## config.mk

```make
export PLATFORM = sky130hd
export DESIGN_NAME = alu_seq
export DESIGN_NICKNAME = d
export VERILOG_FILES = /design/src/rtl/alu_seq.sv
export SDC_FILE = /design/constraint.sdc
export NUM_CORES = 1
export LEC_CHECK = 0
export BUFFER_PORTS_ARGS = -buffer_cell sky130_fd_sc_hd__buf_4
export CAP_MARGIN = 5
export CELL_PAD_IN_SITES_DETAIL_PLACEMENT = 1
export CELL_PAD_IN_SITES_GLOBAL_PLACEMENT = 1
export CORE_MARGIN = 4
export CORE_UTILIZATION = 45
export DETAILED_ROUTE_END_ITERATION = 16
export PLACE_DENSITY = 0.88
export SYNTH_ARGS = -nofsm -noshare
export SYNTH_HDL_FRONTEND = slang
export SYNTH_SLANG_ARGS = --single-unit
```

## constraint.sdc

```tcl
create_clock -name clk -period 3.89 [get_ports clk]
set_input_delay 0.778 -clock clk [delete_from_list [all_inputs] [get_ports clk]]
set_output_delay 0.778 -clock clk [all_outputs]
set_load 0.1 [all_outputs]
```

## src/rtl/alu_seq.sv

```systemverilog
// alu_seq: handshaked ALU with iterative shift/multiply and registered flags.
// Ports: clk, rst_n, in_valid/in_ready/in1/in2/func/neg, out/out_valid/out_ready, flags {N,V,C,Z}.
module alu_seq #(
  parameter int WIDTH = 8,
  localparam int SHW = $clog2(WIDTH) + 1
) (
  input  logic             clk,
  input  logic             rst_n,
  input  logic             in_valid,
  output logic             in_ready,
  input  logic [WIDTH-1:0] in1,
  input  logic [WIDTH-1:0] in2,
  input  logic [2:0]       func,
  input  logic             neg,
  output logic [WIDTH-1:0] out,
  output logic             out_valid,
  input  logic             out_ready,
  output logic [3:0]       flags
);

  localparam logic [1:0] IDLE = 2'd0;
  localparam logic [1:0] BUSY = 2'd1;
  localparam logic [1:0] DONE = 2'd2;

  localparam logic [2:0] OP_ADD = 3'b000;
  localparam logic [2:0] OP_SUB = 3'b001;
  localparam logic [2:0] OP_AND = 3'b010;
  localparam logic [2:0] OP_OR  = 3'b011;
  localparam logic [2:0] OP_XOR = 3'b100;
  localparam logic [2:0] OP_SHL = 3'b101;
  localparam logic [2:0] OP_SHR = 3'b110;
  localparam logic [2:0] OP_MUL = 3'b111;

  localparam logic [WIDTH-1:0] WMAX = WIDTH'(WIDTH);
  localparam logic [SHW-1:0]   KMAX = SHW'(WIDTH);

  logic [1:0]         state;
  logic [2:0]         op;
  logic               inv;
  logic [WIDTH-1:0]   a;
  logic [2*WIDTH-1:0] acc;
  logic [SHW-1:0]     cnt;
  logic               cy;

  assign in_ready  = (state == IDLE);
  assign out_valid = (state == DONE);

  // Final result and flags; C and V come from the raw operation.
  function automatic logic [WIDTH+3:0] fin(
    input logic [WIDTH-1:0] r,
    input logic             n,
    input logic             c,
    input logic             v
  );
    logic [WIDTH-1:0] o;
    o = r ^ {WIDTH{n}};
    return {o, o[WIDTH-1], v, c, (o == '0)};
  endfunction

  // Accept-time result: single-cycle ops, and zero-length shifts (raw = in1).
  logic [WIDTH:0]   add_s;
  logic [WIDTH:0]   sub_s;
  logic [WIDTH-1:0] raw1;
  logic             c1;
  logic             v1;
  logic [SHW-1:0]   k;

  always_comb begin
    add_s = {1'b0, in1} + {1'b0, in2};
    sub_s = {1'b0, in1} + {1'b0, ~in2} + (WIDTH+1)'(1);
    k     = (in2 < WMAX) ? SHW'(in2) : KMAX;
    raw1  = in1;
    c1    = 1'b0;
    v1    = 1'b0;
    case (func)
      OP_ADD: begin
        raw1 = add_s[WIDTH-1:0];
        c1   = add_s[WIDTH];
        v1   = (in1[WIDTH-1] == in2[WIDTH-1]) &&
               (add_s[WIDTH-1] != in1[WIDTH-1]);
      end
      OP_SUB: begin
        raw1 = sub_s[WIDTH-1:0];
        c1   = sub_s[WIDTH];
        v1   = (in1[WIDTH-1] != in2[WIDTH-1]) &&
               (sub_s[WIDTH-1] != in1[WIDTH-1]);
      end
      OP_AND:  raw1 = in1 & in2;
      OP_OR:   raw1 = in1 | in2;
      OP_XOR:  raw1 = in1 ^ in2;
      default: raw1 = in1;
    endcase
  end

  // One iteration step. Shifts work in acc's low half; mul uses all of acc
  // as {partial product, remaining multiplier bits}.
  logic [WIDTH:0]     mul_s;
  logic [2*WIDTH-1:0] acc_n;
  logic               cy_n;

  always_comb begin
    mul_s = {1'b0, acc[2*WIDTH-1:WIDTH]} + (acc[0] ? {1'b0, a} : '0);
    acc_n = acc;
    cy_n  = cy;
    case (op)
      OP_SHL: begin
        acc_n = {acc[2*WIDTH-1:WIDTH], acc[WIDTH-2:0], 1'b0};
        cy_n  = acc[WIDTH-1];
      end
      OP_SHR: begin
        acc_n = {acc[2*WIDTH-1:WIDTH], 1'b0, acc[WIDTH-1:1]};
        cy_n  = acc[0];
      end
      OP_MUL: begin
        acc_n = {mul_s, acc[WIDTH-1:1]};
        cy_n  = |acc_n[2*WIDTH-1:WIDTH];
      end
      default: begin
        acc_n = acc;
        cy_n  = cy;
      end
    endcase
  end

  always_ff @(posedge clk) begin
    if (!rst_n) begin
      state <= IDLE;
      op    <= '0;
      inv   <= 1'b0;
      a     <= '0;
      acc   <= '0;
      cnt   <= '0;
      cy    <= 1'b0;
      out   <= '0;
      flags <= '0;
    end else begin
      unique case (state)
        IDLE: begin
          if (in_valid) begin
            op  <= func;
            inv <= neg;
            a   <= in1;
            cy  <= 1'b0;
            if (func == OP_MUL) begin
              acc   <= {{WIDTH{1'b0}}, in2};
              cnt   <= KMAX;
              state <= BUSY;
            end else if ((func == OP_SHL || func == OP_SHR) && k != '0) begin
              acc   <= {{WIDTH{1'b0}}, in1};
              cnt   <= k;
              state <= BUSY;
            end else begin
              {out, flags} <= fin(raw1, neg, c1, v1);
              state        <= DONE;
            end
          end
        end
        BUSY: begin
          acc <= acc_n;
          cy  <= cy_n;
          cnt <= cnt - SHW'(1);
          if (cnt == SHW'(1)) begin
            {out, flags} <= fin(acc_n[WIDTH-1:0], inv, cy_n, 1'b0);
            state        <= DONE;
          end
        end
        DONE: begin
          if (out_ready) state <= IDLE;
        end
        default: state <= IDLE;
      endcase
    end
  end

endmodule
```

---- Word-level counts from Yosys, hierarchy flattened ----
Cells that the tools add are included.
word-level totals
  output and inout bits ................... 14
  bits in read-only memories .............. 0
  word-level logic and storage cells ...... 98
  latch bits .............................. 0
  memories kept ........................... 0
  bits in writable memories ............... 0
  flip-flop bits (word level) ............. 47
operators by class
  multiplexer cells ....................... 33
  add/subtract/negate cells ............... 5
  $mul .................................... 0
  reductions and logical operators ........ 17
  shifts and indexed selects .............. 0
  magnitude comparators ................... 1
  bitwise logic cells ..................... 6
  eq/ne operators ......................... 26
  div/mod/pow operators ................... 0
operators with widths
  kind                                                         number
  two-way mux 16 bit                                           3
  one-hot mux 16 bit (3 select lines)                          1
  two-way mux 8 bit                                            5
  one-hot mux 8 bit (5 select lines)                           1
  two-way mux 4 bit                                            8
  one-hot mux 16 bit (2 select lines)                          1
  adder 8 x 8 -> 9 bit                                         3
  XOR 8 bit                                                    3
  == test 3 bit (second input constant)                        7
  logical NOT 8 bit                                            2
  one-hot mux 4 bit (2 select lines)                           2
  one-hot mux 8 bit (2 select lines)                           1
  != test 2 bit (second input constant)                        6
  two-way mux 2 bit                                            5
  adder 9 x 1 -> 9 bit (second input constant)                 1
  AND 8 bit                                                    1
  less-than comparator 8 x 4 -> 1 bit (second input constant)  1
  NOT 8 bit                                                    1
  OR 8 bit                                                     1
  OR reduction 8 bit                                           1
  == test 3 x 2 -> 1 bit (second input constant)               2
  one-hot mux 1 bit (2 select lines)                           3
  one-hot mux 2 bit (3 select lines)                           1
  AND reduction 3 bit                                          2
  20 further kinds                                             26

---- Longest topological paths before layout ----
Gate-level depths: netlist (run 1).
  word-level depth ........................ 10
  gate-level depth with buffers ........... 13

---- Worst setup path after synthesis (run 1) ----
OpenSTA, ideal clock, no wires.
  kind .................................... register to register
  start ................................... register state[0]
  end ..................................... register out[5]
  cell stages (with the launch flop) ...... 8
  setup time .............................. 128 ps
  buffers on the path ..................... 1
  period minus slack after synthesis ...... 3055 ps
  slack ................................... 835 ps
  arrival ................................. 2927 ps
  cell sequence ........................... dfxtp_1 nor2_1 nand2_1 a21oi_4 nor2_2 buf_2 a222oi_1 nor2_1
on the way
  cells in the longest elaborated chain, start to end .. 3
  elaborated cells on any way between the ends .. 9
  classes of those cells .................. eq/ne (5); mux (1); reduce/logical (3)
ends and longest elaborated chain
  item                                                                  line  source
  start, declared                                                       37    logic [1:0] state;
  start signal, assigned                                                127   state <= IDLE;
  start signal, assigned                                                147   state <= BUSY;
  start signal, assigned                                                151   state <= BUSY;
  logical NOT 2 bit *                                                   -
  net in_ready                                                          10    output logic in_ready,
  != test 2 bit (no source line) or nonzero test 2 bit (tied branches)  -
  AND reduction 5 bit (no source line)                                  -
  end signal, assigned                                                  153   {out, flags} <= fin(raw1, neg, c1, v1);
  end signal, assigned                                                  163   {out, flags} <= fin(acc_n[WIDTH-1:0], inv, cy_n, 1'b0);
  end, declared                                                         15    output logic [WIDTH-1:0] out,
Mark *: on every way through the listed nets, which the timed path passes. The rest lies on a longest branch.
A chain may end at the register's enable or synchronous reset.

---- Final worst setup path (run 1) ----
  start ................................... input in2[4]
  end ..................................... register flags[0]
on the way
  cells in the longest elaborated chain, start to end .. 10
  elaborated cells on any way between the ends .. 20
  classes of those cells .................. add/sub (3); order compare (1); eq/ne (1); mux (6); bitwise (5); reduce/logical (4)
ends and longest elaborated chain
  item                                line  source
  start, declared                     12    input logic [WIDTH-1:0] in2,
  NOT 8 bit                           70    sub_s = {1'b0, in1} + {1'b0, ~in2} + (WIDTH+1)'(1);
  adder 8 x 8 -> 9 bit                70
  adder 9 x 1 -> 9 bit                70
  one-hot mux 8 bit (5 select lines)  75    case (func)
  XOR 8 bit                           56    o = r ^ {WIDTH{n}};
  logical NOT 8 bit                   57    return {o, o[WIDTH-1], v, c, (o == '0)};
  two-way mux 4 bit                   148   end else if ((func == OP_SHL || func == OP_SHR) && k != '0) begin
  two-way mux 4 bit                   144   if (func == OP_MUL) begin
  two-way mux 4 bit                   139   if (in_valid) begin
  one-hot mux 4 bit (2 select lines)  137   unique case (state)
  end signal, assigned                153
  end signal, assigned                163
  end, declared                       18    output logic [3:0] flags
Several ways; a longest one is shown, not always the timed one. The select of a mux whose other input is x is not followed.

==> results of run 1 <==
-- cells in the mapped netlist, types with 5 or more instances --
master	instances	share of area [%]
clkbuf_1	19	1.7
dfxtp_1	46	22
a21oi_1	47	5.7
a31oi_1	6	0.92
mux2i_1	6	1.5
inv_1	30	2.7
buf_4	5	0.92
o22ai_1	6	0.92
a22oi_1	16	2.9
buf_2	9	1.1
nor3_1	9	1.1
a22o_1	6	1.3
a211oi_1	27	4.9
xnor2_1	11	2.4
and2_1	10	1.5
o211ai_1	5	0.92
or2_2	6	0.92
nand2_1	47	4.3
xor2_1	10	2.1
nor2_1	60	5.5
ha_1	34	10
a21o_1	5	0.92
nor2b_1	10	1.5
o21ai_0	16	2.0
nand3_1	8	0.98
-- worst max-delay path: stages --
cell and delay (ns):
buf_4 0.10, inv_1 0.07, ha_1 0.52, nor2_1 0.11, a221oi_1 0.42, nor2b_1 0.24, a211oi_1 0.10, o32ai_1 0.46
mux2_2 0.39, a32o_1 0.22
-- final cells by class --
type                            instances  area, sq um
Clock buffer                            7         96.3
Clock inverter                          1         8.76
Fill cell                            1128         4340
Inverter                               30          113
Multi-Input combinational cell        424         2870
Sequential cell                        46          921
Tap cell                              108          135
Timing Repair Buffer                   43          323
-- metrics by stage --
step | utilization (%) | setup WS, ns | power (W)
2_1_floorplan | - | 0.835 | 0.000914
3_3_place_gp | 49.5 | 0.541 | 0.00103
3_5_place_dp | 49.5 | 0.417 | 0.00105
4_1_cts | 50.7 | 0.728 | 0.00138
5_1_grt | 50.7 | 0.483 | 0.00146
6_report | 50.7 | 0.681 | 0.00139
-- report_power, final --
part	internal (W)	switching, W	total [W]	leakage, nW
sequential	0.000499	0.0000357	0.000535	0.376
clock	0.000163	0.000170	0.000333	0.0544
combinational	0.000168	0.000351	0.000519	1.42
total	0.000830	0.000556	0.00139	1.85
-- worst paths after layout --
kind / start / endpoint / slack [ns] / depth (start not counted)
setup / recovery: in2[4] / flags[0] / 0.68 / 10
hold / removal: out[1] / out[1] / 0.47 / 2
setup reg to reg: acc[0] / flags[1] / 0.93 / 12
hold reg to reg: out[1] / out[1] / 0.47 / 2
-- cell families after synthesis --
group                      count (synthesis)  share of synthesized area, %
AOI/OAI and AO/OA                        179                          30.3
and+or+nand+nor                          178                          21.0
buffers and inverters                     69                          7.60
DFF                                       46                          22.5
adders and majority gates                 38                          12.1
xor gates and xnor gates                  21                          4.49
muxes                                      8                          2.02
-- state kept, by name, indices dropped and copies added (netlist names) --
name and flops:
inv 1, state 2, acc 16, cy 1, flags 3, op 3, a 8, out 8
cnt 4
-- layer usage --
metal / share of wire [%] / track usage [%]
met1: 43 / 32.9
met2: 48 / 44.9
met3: 5.1 / 4.36
met4: 3.3 / 10.8
met5: 0 / 0
==> reports/summary.txt, run 1 <==
Status - completed
Synth unique cells - 73
Worst skew pair latency - 0.30 ns
Post-CTS Resized - 0
Global Route Usage Sum - 26.3%
Vias - 4,218
First-pass GRT wire length - 22,100 microns
Seq/Total Area, Yosys - 22.5%
RSZ-0062 raised after global routing - false
Synth async-reset ratio - 0%
GRT Residual Overflow - 0
Via density per instance - 6.40
Final Skew - 0.00699 ns
DP Area - 4360 sq um
PwrDens - 311 nW/um^2
1st-pass router iterations - 5
IR drop worst, VDD - 0.000185 V
Worst setup SP type - input port
DR iter-0 viols - 241
Chip height - 103 microns
Critical Path RT - 4.08 ns
Initial antenna violation count - 0
CORE AREA - 8810 sq um
Row count - 34
WL/cell - 20.8 microns
Ports - 38
Setup TNS Final - 0 ns
Endpoints failing hold - 0
Post-Syn Instances - 539
Design area - 4460 sq um
Initial Utilization - 46.5%
Final WL - 13,700 microns
HPWL after DPL - 10,400 microns
MaxCap Viol Count - 0
Post-synth EDFFs - 0
Most common cell after layout, fill and taps aside - nor2_1
Top_reg_cell synth - dfxtp_1
Layout net count - 611
# hold bufs at CTS - 0
Ys Warns - 0
CP Max Fanout - 14
CTS tree - yes
Number of buffers created by CTS - 5
Worst-Margin Slew - 0.766 ns
H-tree depth - 2
Most frequent cells in the layout - nor2_1, nand2_1, a21oi_1
Largest net degree at the start of global routing - 31
Tightest Hold Check Type - flip-flop to flip-flop
# clock sinks - 46
Crit end category - flip-flop
Post-CTS setup buffer count - 0
Number of global-route vias before repair - 4,425
Root buffer cell - clkbuf_8
Period minus WS final - 3.21 ns
Final setup fails - 0
DRC Markers - 0
Slew HR - 49.0%
Slew Viols, Final - 0
Mapped Avg Cell Area - 7.60 sq um
Gpl congestion - 0.892
WP data arrival - 3.40 ns
Crit Path Category - input port to flip-flop
Die width - 103 microns
Port bufs - 37
#FFs+latches synth - 46
CTS clk-pin slew, worst paths - 0.08 ns
Share of cells above drive strength 1 - 12.9%
Leakage - 1.85 nW
Clock Path Buffers - 2
Fmax - 0.312 GHz
Synthesized Nets - 600
Minimum hold slack - 0.465 ns
Detail Route Antenna Nets - 0
Ant diodes - 0
Fin cells - 659
Die area - 10,700 sq um
Netlist Area Pre-Place - 4100 sq um
Area Growth Syn to Fin - 8.89%
Tcrit/Tclk final - 82.5%
Inst Count DP - 651
(Power assumes the default switching activity.)
==> run 2: changes to the inputs <==
==> constraint.sdc (replaced) <==
create_clock -name clk -period 3.2 [get_ports clk]
set_input_delay 0.64 -clock clk [delete_from_list [all_inputs] [get_ports clk]]
set_output_delay 0.64 -clock clk [all_outputs]
set_load 0.1 [all_outputs]
==> reports/summary.txt, run 2 (synthesized netlist as in run 1, its figures left out) <==
Crit end category - flip-flop
Worst skew pair latency - 0.31 ns
MaxCap Viol Count - 0
Worst-Margin Slew - 0.653 ns
Biggest regs - acc: 16 flops, a: 8 flops, out: 8 flops
CORE AREA - 8810 sq um
Number of global-route vias before repair - 4,281
Top reg by flops - acc
Number of buffers created by CTS - 5
Global Route Usage Sum - 25.6%
Final WL - 13,500 microns
Ports - 38
Most frequent cells in the layout - nor2_1, buf_4, nand2_1, a21oi_1, dfxtp_1
WL/cell - 20.2 microns
Initial antenna violation count - 0
WP data arrival - 3.12 ns
Port bufs - 37
Final Skew - 0.00936 ns
IR drop worst, VDD - 0.000233 V
Share of cells above drive strength 1 - 14.1%
H-tree depth - 2
HPWL after DPL - 10,400 microns
CTS clk-pin slew, worst paths - 0.09 ns
Most common cell after layout, fill and taps aside - nor2_1
Root buffer cell - clkbuf_8
RSZ-0062 raised after global routing - false
1st-pass router iterations - 5
Slew HR - 56.1%
Period minus WS final - 2.91 ns
Ant diodes - 0
CTS tree - yes
Crit Path Category - input port to flip-flop
Area Growth Syn to Fin - 11.5%
Post-CTS Resized - 0
# hold bufs at CTS - 0
Endpoints failing hold - 0
Max reg flops - 16
Leakage - 1.91 nW
GRT Residual Overflow - 0
CP Max Fanout - 7
First-pass GRT wire length - 21,700 microns
Row count - 34
Initial Utilization - 46.5%
Fin util - 51.9%
Die area - 10,700 sq um
Final setup fails - 0
Pre-CTS setup slack - 0.0205 ns
Post-CTS setup buffer count - 0
DR iter-0 viols - 251
Fmax - 0.343 GHz
Via density per instance - 6.29
Setup TNS Final - 0 ns
Setup ws final - 0.288 ns
Layout net count - 619
DRC Markers - 0
Chip height - 103 microns
Clock Path Buffers - 2
Tcrit/Tclk final - 91.0%
Tightest Hold Check Type - flip-flop to flip-flop
Die width - 103 microns
# clock sinks - 46
PwrDens - 399 nW/um^2
Vias - 4,195
Gpl congestion - 0.955
Status - completed
Largest net degree at the start of global routing - 31
Worst setup SP type - input port
Critical Path RT - 3.41 ns
Detail Route Antenna Nets - 0
Slew Viols, Final - 0
-- run 2: changes by cell type in the layout (fill, tap and decap cells not counted), sizes merged --
| cell | delta |
|---|---|
| buf | +8 |
| bufinv | +2 |
| clkbuf | -2 |
-- run 2: report_power, final --
| group | leakage, nW | internal (W) | switching, W |
|---|---|---|---|
| sequential | 0.376 | 0.000607 | 0.0000418 |
| clock | 0.0683 | 0.000313 | 0.000215 |
| combinational | 1.46 | 0.000222 | 0.000425 |
-- run 2: cell type report --
type,instances,area (sq um)
clock buffers,5,68.8
well taps,108,135
fillers,1120,4240
inverters,30,113
clock inverters,3,68.8
flip-flops and latches,46,921
repair buffers,51,395
multi-input cells,424,2870
-- run 2: path summary, 6_finish.rpt --
kind           from       end  slack (ns)  depth (start not counted)
max          in2[2]  flags[0]        0.29                         11
min            a[5]      a[5]        0.47                          2
max reg2reg  acc[0]  flags[1]        0.29                         12
min reg2reg    a[5]      a[5]        0.47                          2
-- run 2: worst max-delay path: stages --
cell and delay (ns):
buf_4 0.13, inv_1 0.08, ha_1 0.42, nor3_1 0.07, a221oi_1 0.43, nor2b_1 0.27
a211oi_1 0.10, o32ai_1 0.28, buf_4 0.17, mux2_2 0.32, a32o_1 0.21
-- run 2: per-stage QoR --
step,cells,instance area (sq um),hold slack [ns],total power (W)
3_5_place_dp,659,4430,0.457,0.00130
3_3_place_gp,659,4430,0.447,0.00127
2_1_floorplan,539,4100,0.432,0.00111
4_1_cts,667,4570,0.470,0.00182
5_1_grt,667,4570,0.493,0.00191
6_report,667,4570,0.465,0.00182
-- run 2: metal layers --
layer  part of all wire (%)  GRT usage (%)  up-vias
li1                       -              -     1980
met1                     44           34.3     2072
met2                     49           43.5      115
met3                    5.0           3.02       28
met4                    2.2           6.87        0
met5                      0              0        -
==> run 3: changes to the inputs <==
==> config.mk (replaced) <==
export PLATFORM = sky130hd
export DESIGN_NAME = alu_seq
export DESIGN_NICKNAME = d
export VERILOG_FILES = /design/src/rtl/alu_seq.sv
export SDC_FILE = /design/constraint.sdc
export NUM_CORES = 1
export LEC_CHECK = 0
export ABC_AREA = 1
export BUFFER_PORTS_ARGS = -buffer_cell sky130_fd_sc_hd__buf_4
export CAP_MARGIN = 5
export CELL_PAD_IN_SITES_DETAIL_PLACEMENT = 0
export CELL_PAD_IN_SITES_GLOBAL_PLACEMENT = 1
export CORE_MARGIN = 4
export CORE_UTILIZATION = 43
export DETAILED_ROUTE_END_ITERATION = 16
export PLACE_DENSITY = 0.89
export SYNTH_ARGS = -nofsm -noshare
export SYNTH_HDL_FRONTEND = slang
export SYNTH_SLANG_ARGS = --single-unit
==> reports/summary.txt, run 3 <==
Ant diodes - 0
Setup TNS Final - 0 ns
Most common cell after layout, fill and taps aside - nand2_1
Endpoints failing hold - 0
Crit end category - flip-flop
Number of global-route vias before repair - 4,355
#FFs+latches synth - 46
RSZ-0062 raised after global routing - false
Initial antenna violation count - 0
Grt met2 use - 35.8%
Crit Path Category - flip-flop to flip-flop
Post-CTS setup buffer count - 0
Detail Route Antenna Nets - 0
Synth async-reset ratio - 0%
Die area - 11,300 sq um
Critical Path RT - 3.37 ns
CTS clk-pin slew, worst paths - 0.09 ns
MaxCap Viol Count - 0
CORE AREA - 9330 sq um
Ports - 38
Status - completed
Grt met1 use - 30.7%
Die width - 106 microns
CTS tree - yes
Top_reg_cell synth - dfxtp_1
Ys Warns - 0
Leakage - 2.34 nW
Tightest Hold Check Type - flip-flop to flip-flop
Synth top area share - 22.1%
Number of buffers created by CTS - 5
# clock sinks - 46
H-tree depth - 2
Final setup fails - 0
# hold bufs at CTS - 0
Root buffer cell - clkbuf_8
Period minus WS final - 2.59 ns
Area Growth Syn to Fin - 11.7%
Netlist Area Pre-Place - 4160 sq um
Fmax - 0.387 GHz
Tcrit/Tclk final - 80.8%
Mapped Avg Cell Area - 6.24 sq um
Synthesized Nets - 727
First-pass GRT wire length - 20,800 microns
Via density per instance - 5.37
Row count - 35
Final WL - 12,100 microns
Cell accounting for the most synthesized area - dfxtp_1
Most frequent cells in the layout - nand2_1, inv_1, a21oi_1
Worst setup SP type - flip-flop
PwrDens - 753 nW/um^2
Most frequent cell after synthesis - nand2_1
Largest cells by area after synthesis - dfxtp_1, nand2_1, ha_1
Global Route Usage Sum - 22.3%
HPWL after DPL - 9530 microns
Most common library cells after synthesis - nand2_1, inv_1, a21oi_1, nand3_1, o21ai_0
GR Layer Usage met3 - 3.46%
Top reg by flops - acc
Biggest regs - acc: 16 flops, a: 8 flops, out: 8 flops
DR iter-0 viols - 249
Vias - 4,412
IR drop worst, VDD - 0.000896 V
WP data arrival - 2.76 ns
Share of cells above drive strength 1 - 11.6%
Gpl congestion - 0.916
Worst skew pair latency - 0.31 ns
Port bufs - 37
Max reg flops - 16
Slew Viols, Final - 0
Seq/Total Area, Yosys - 22.1%
Busiest grt layer - met2
Post-CTS Resized - 0
Clock Path Buffers - 2
Worst-Margin Slew - 0.559 ns
DRC Markers - 0
Minimum hold slack - 0.472 ns
Largest net degree at the start of global routing - 33
Post-Syn Instances - 666
Synth unique cells - 43
WL/cell - 14.8 microns
Chip height - 106 microns
Initial Utilization - 44.6%
1st-pass router iterations - 5
Post-synth EDFFs - 0
Slew HR - 62.7%
CP Max Fanout - 12
Layout net count - 752
GRT Residual Overflow - 0
Final Skew - 0.00860 ns
==> run 3: changes by cell type after synthesis, moves of 7 or more <==
cell,change
a211oi_1,-24
a21oi_1,+22
a22oi_1,-14
and2_1,-9
buf_2,-7
clkbuf_1,-9
inv_1,+49
inv_2,+10
nand2_1,+112
nand3_1,+52
nor2_1,-7
nor2b_1,-10
o21ai_0,+39
xnor2_1,-10
==> run 3: worst max-delay path, stage by stage, from the launching register on <==
cell and delay, ns:
dfxtp_1 0.56, nand2_1 0.10, inv_1 0.07, ha_1 0.15, inv_1 0.06, fa_1 0.39
o21ai_0 0.39, nand2_1 0.13, nand4_1 0.10, nand2_1 0.07, nor2_1 0.08, nand3_1 0.07
nand2_1 0.06, nand2_1 0.07, nand3_1 0.08, a21oi_1 0.06
==> run 3: final cells by class <==
cell class	instances	area, sq um
Clock buffer	6	82.6
Sequential cell	46	921
Timing Repair Buffer	41	308
Inverter	91	344
Multi-Input combinational cell	506	2770
Fill cell	964	4680
Tap cell	129	161
Clock inverter	2	60.1
==> run 3: final timing paths <==
| path | startpoint | cells after the start | to | slack, ns |
|---|---|---|---|---|
| hold reg to reg | acc[14] | 2 | acc[14] | 0.47 |
| hold / removal | acc[14] | 2 | acc[14] | 0.47 |
| setup reg to reg | acc[0] | 15 | flags[1] | 0.61 |
| setup / recovery | acc[0] | 15 | flags[1] | 0.61 |
==> run 3: cells by family (layout without fill, tap and decap cells) <==
kind of cell	count (synthesis)	in the layout	synth area share [%]
adder cells (fa/ha/maj)	37	37	11.7
flip-flops	46	46	22.1
buffers and inverters	114	140	11.3
XOR/XNOR	15	15	3.16
AND/OR/NAND/NOR	305	305	32.4
AO/OA/AOI/OAI	149	149	19.4
==> run 3: metrics by stage <==
stage	util (%)	total power (W)	setup WS, ns	std cells	cell area, sq um
floorplan	-	0.00247	0.855	666	4160
global placement	48.2	0.00293	0.491	813	4500
detailed placement	48.2	0.00294	0.460	813	4500
CTS	49.8	0.00349	0.632	821	4640
global route	49.8	0.00374	0.304	821	4640
finish	49.8	0.00350	0.613	821	4640
==> run 3: routing by layer <==
metal,up-vias,share of wire (%),routed length (microns)
met5,-,0,0
met4,0,2.4,291
met3,23,5.9,719
met2,135,44,5400
met1,2034,47,5740
li1,2220,-,-
==> run 3: where the power goes <==
part           leakage (nW)  total, W  switching (W)  internal (W)
Sequential            0.378  0.000900       0.000149      0.000751
Combinational          1.89   0.00205        0.00152      0.000538
Clock                0.0714  0.000543       0.000210      0.000333
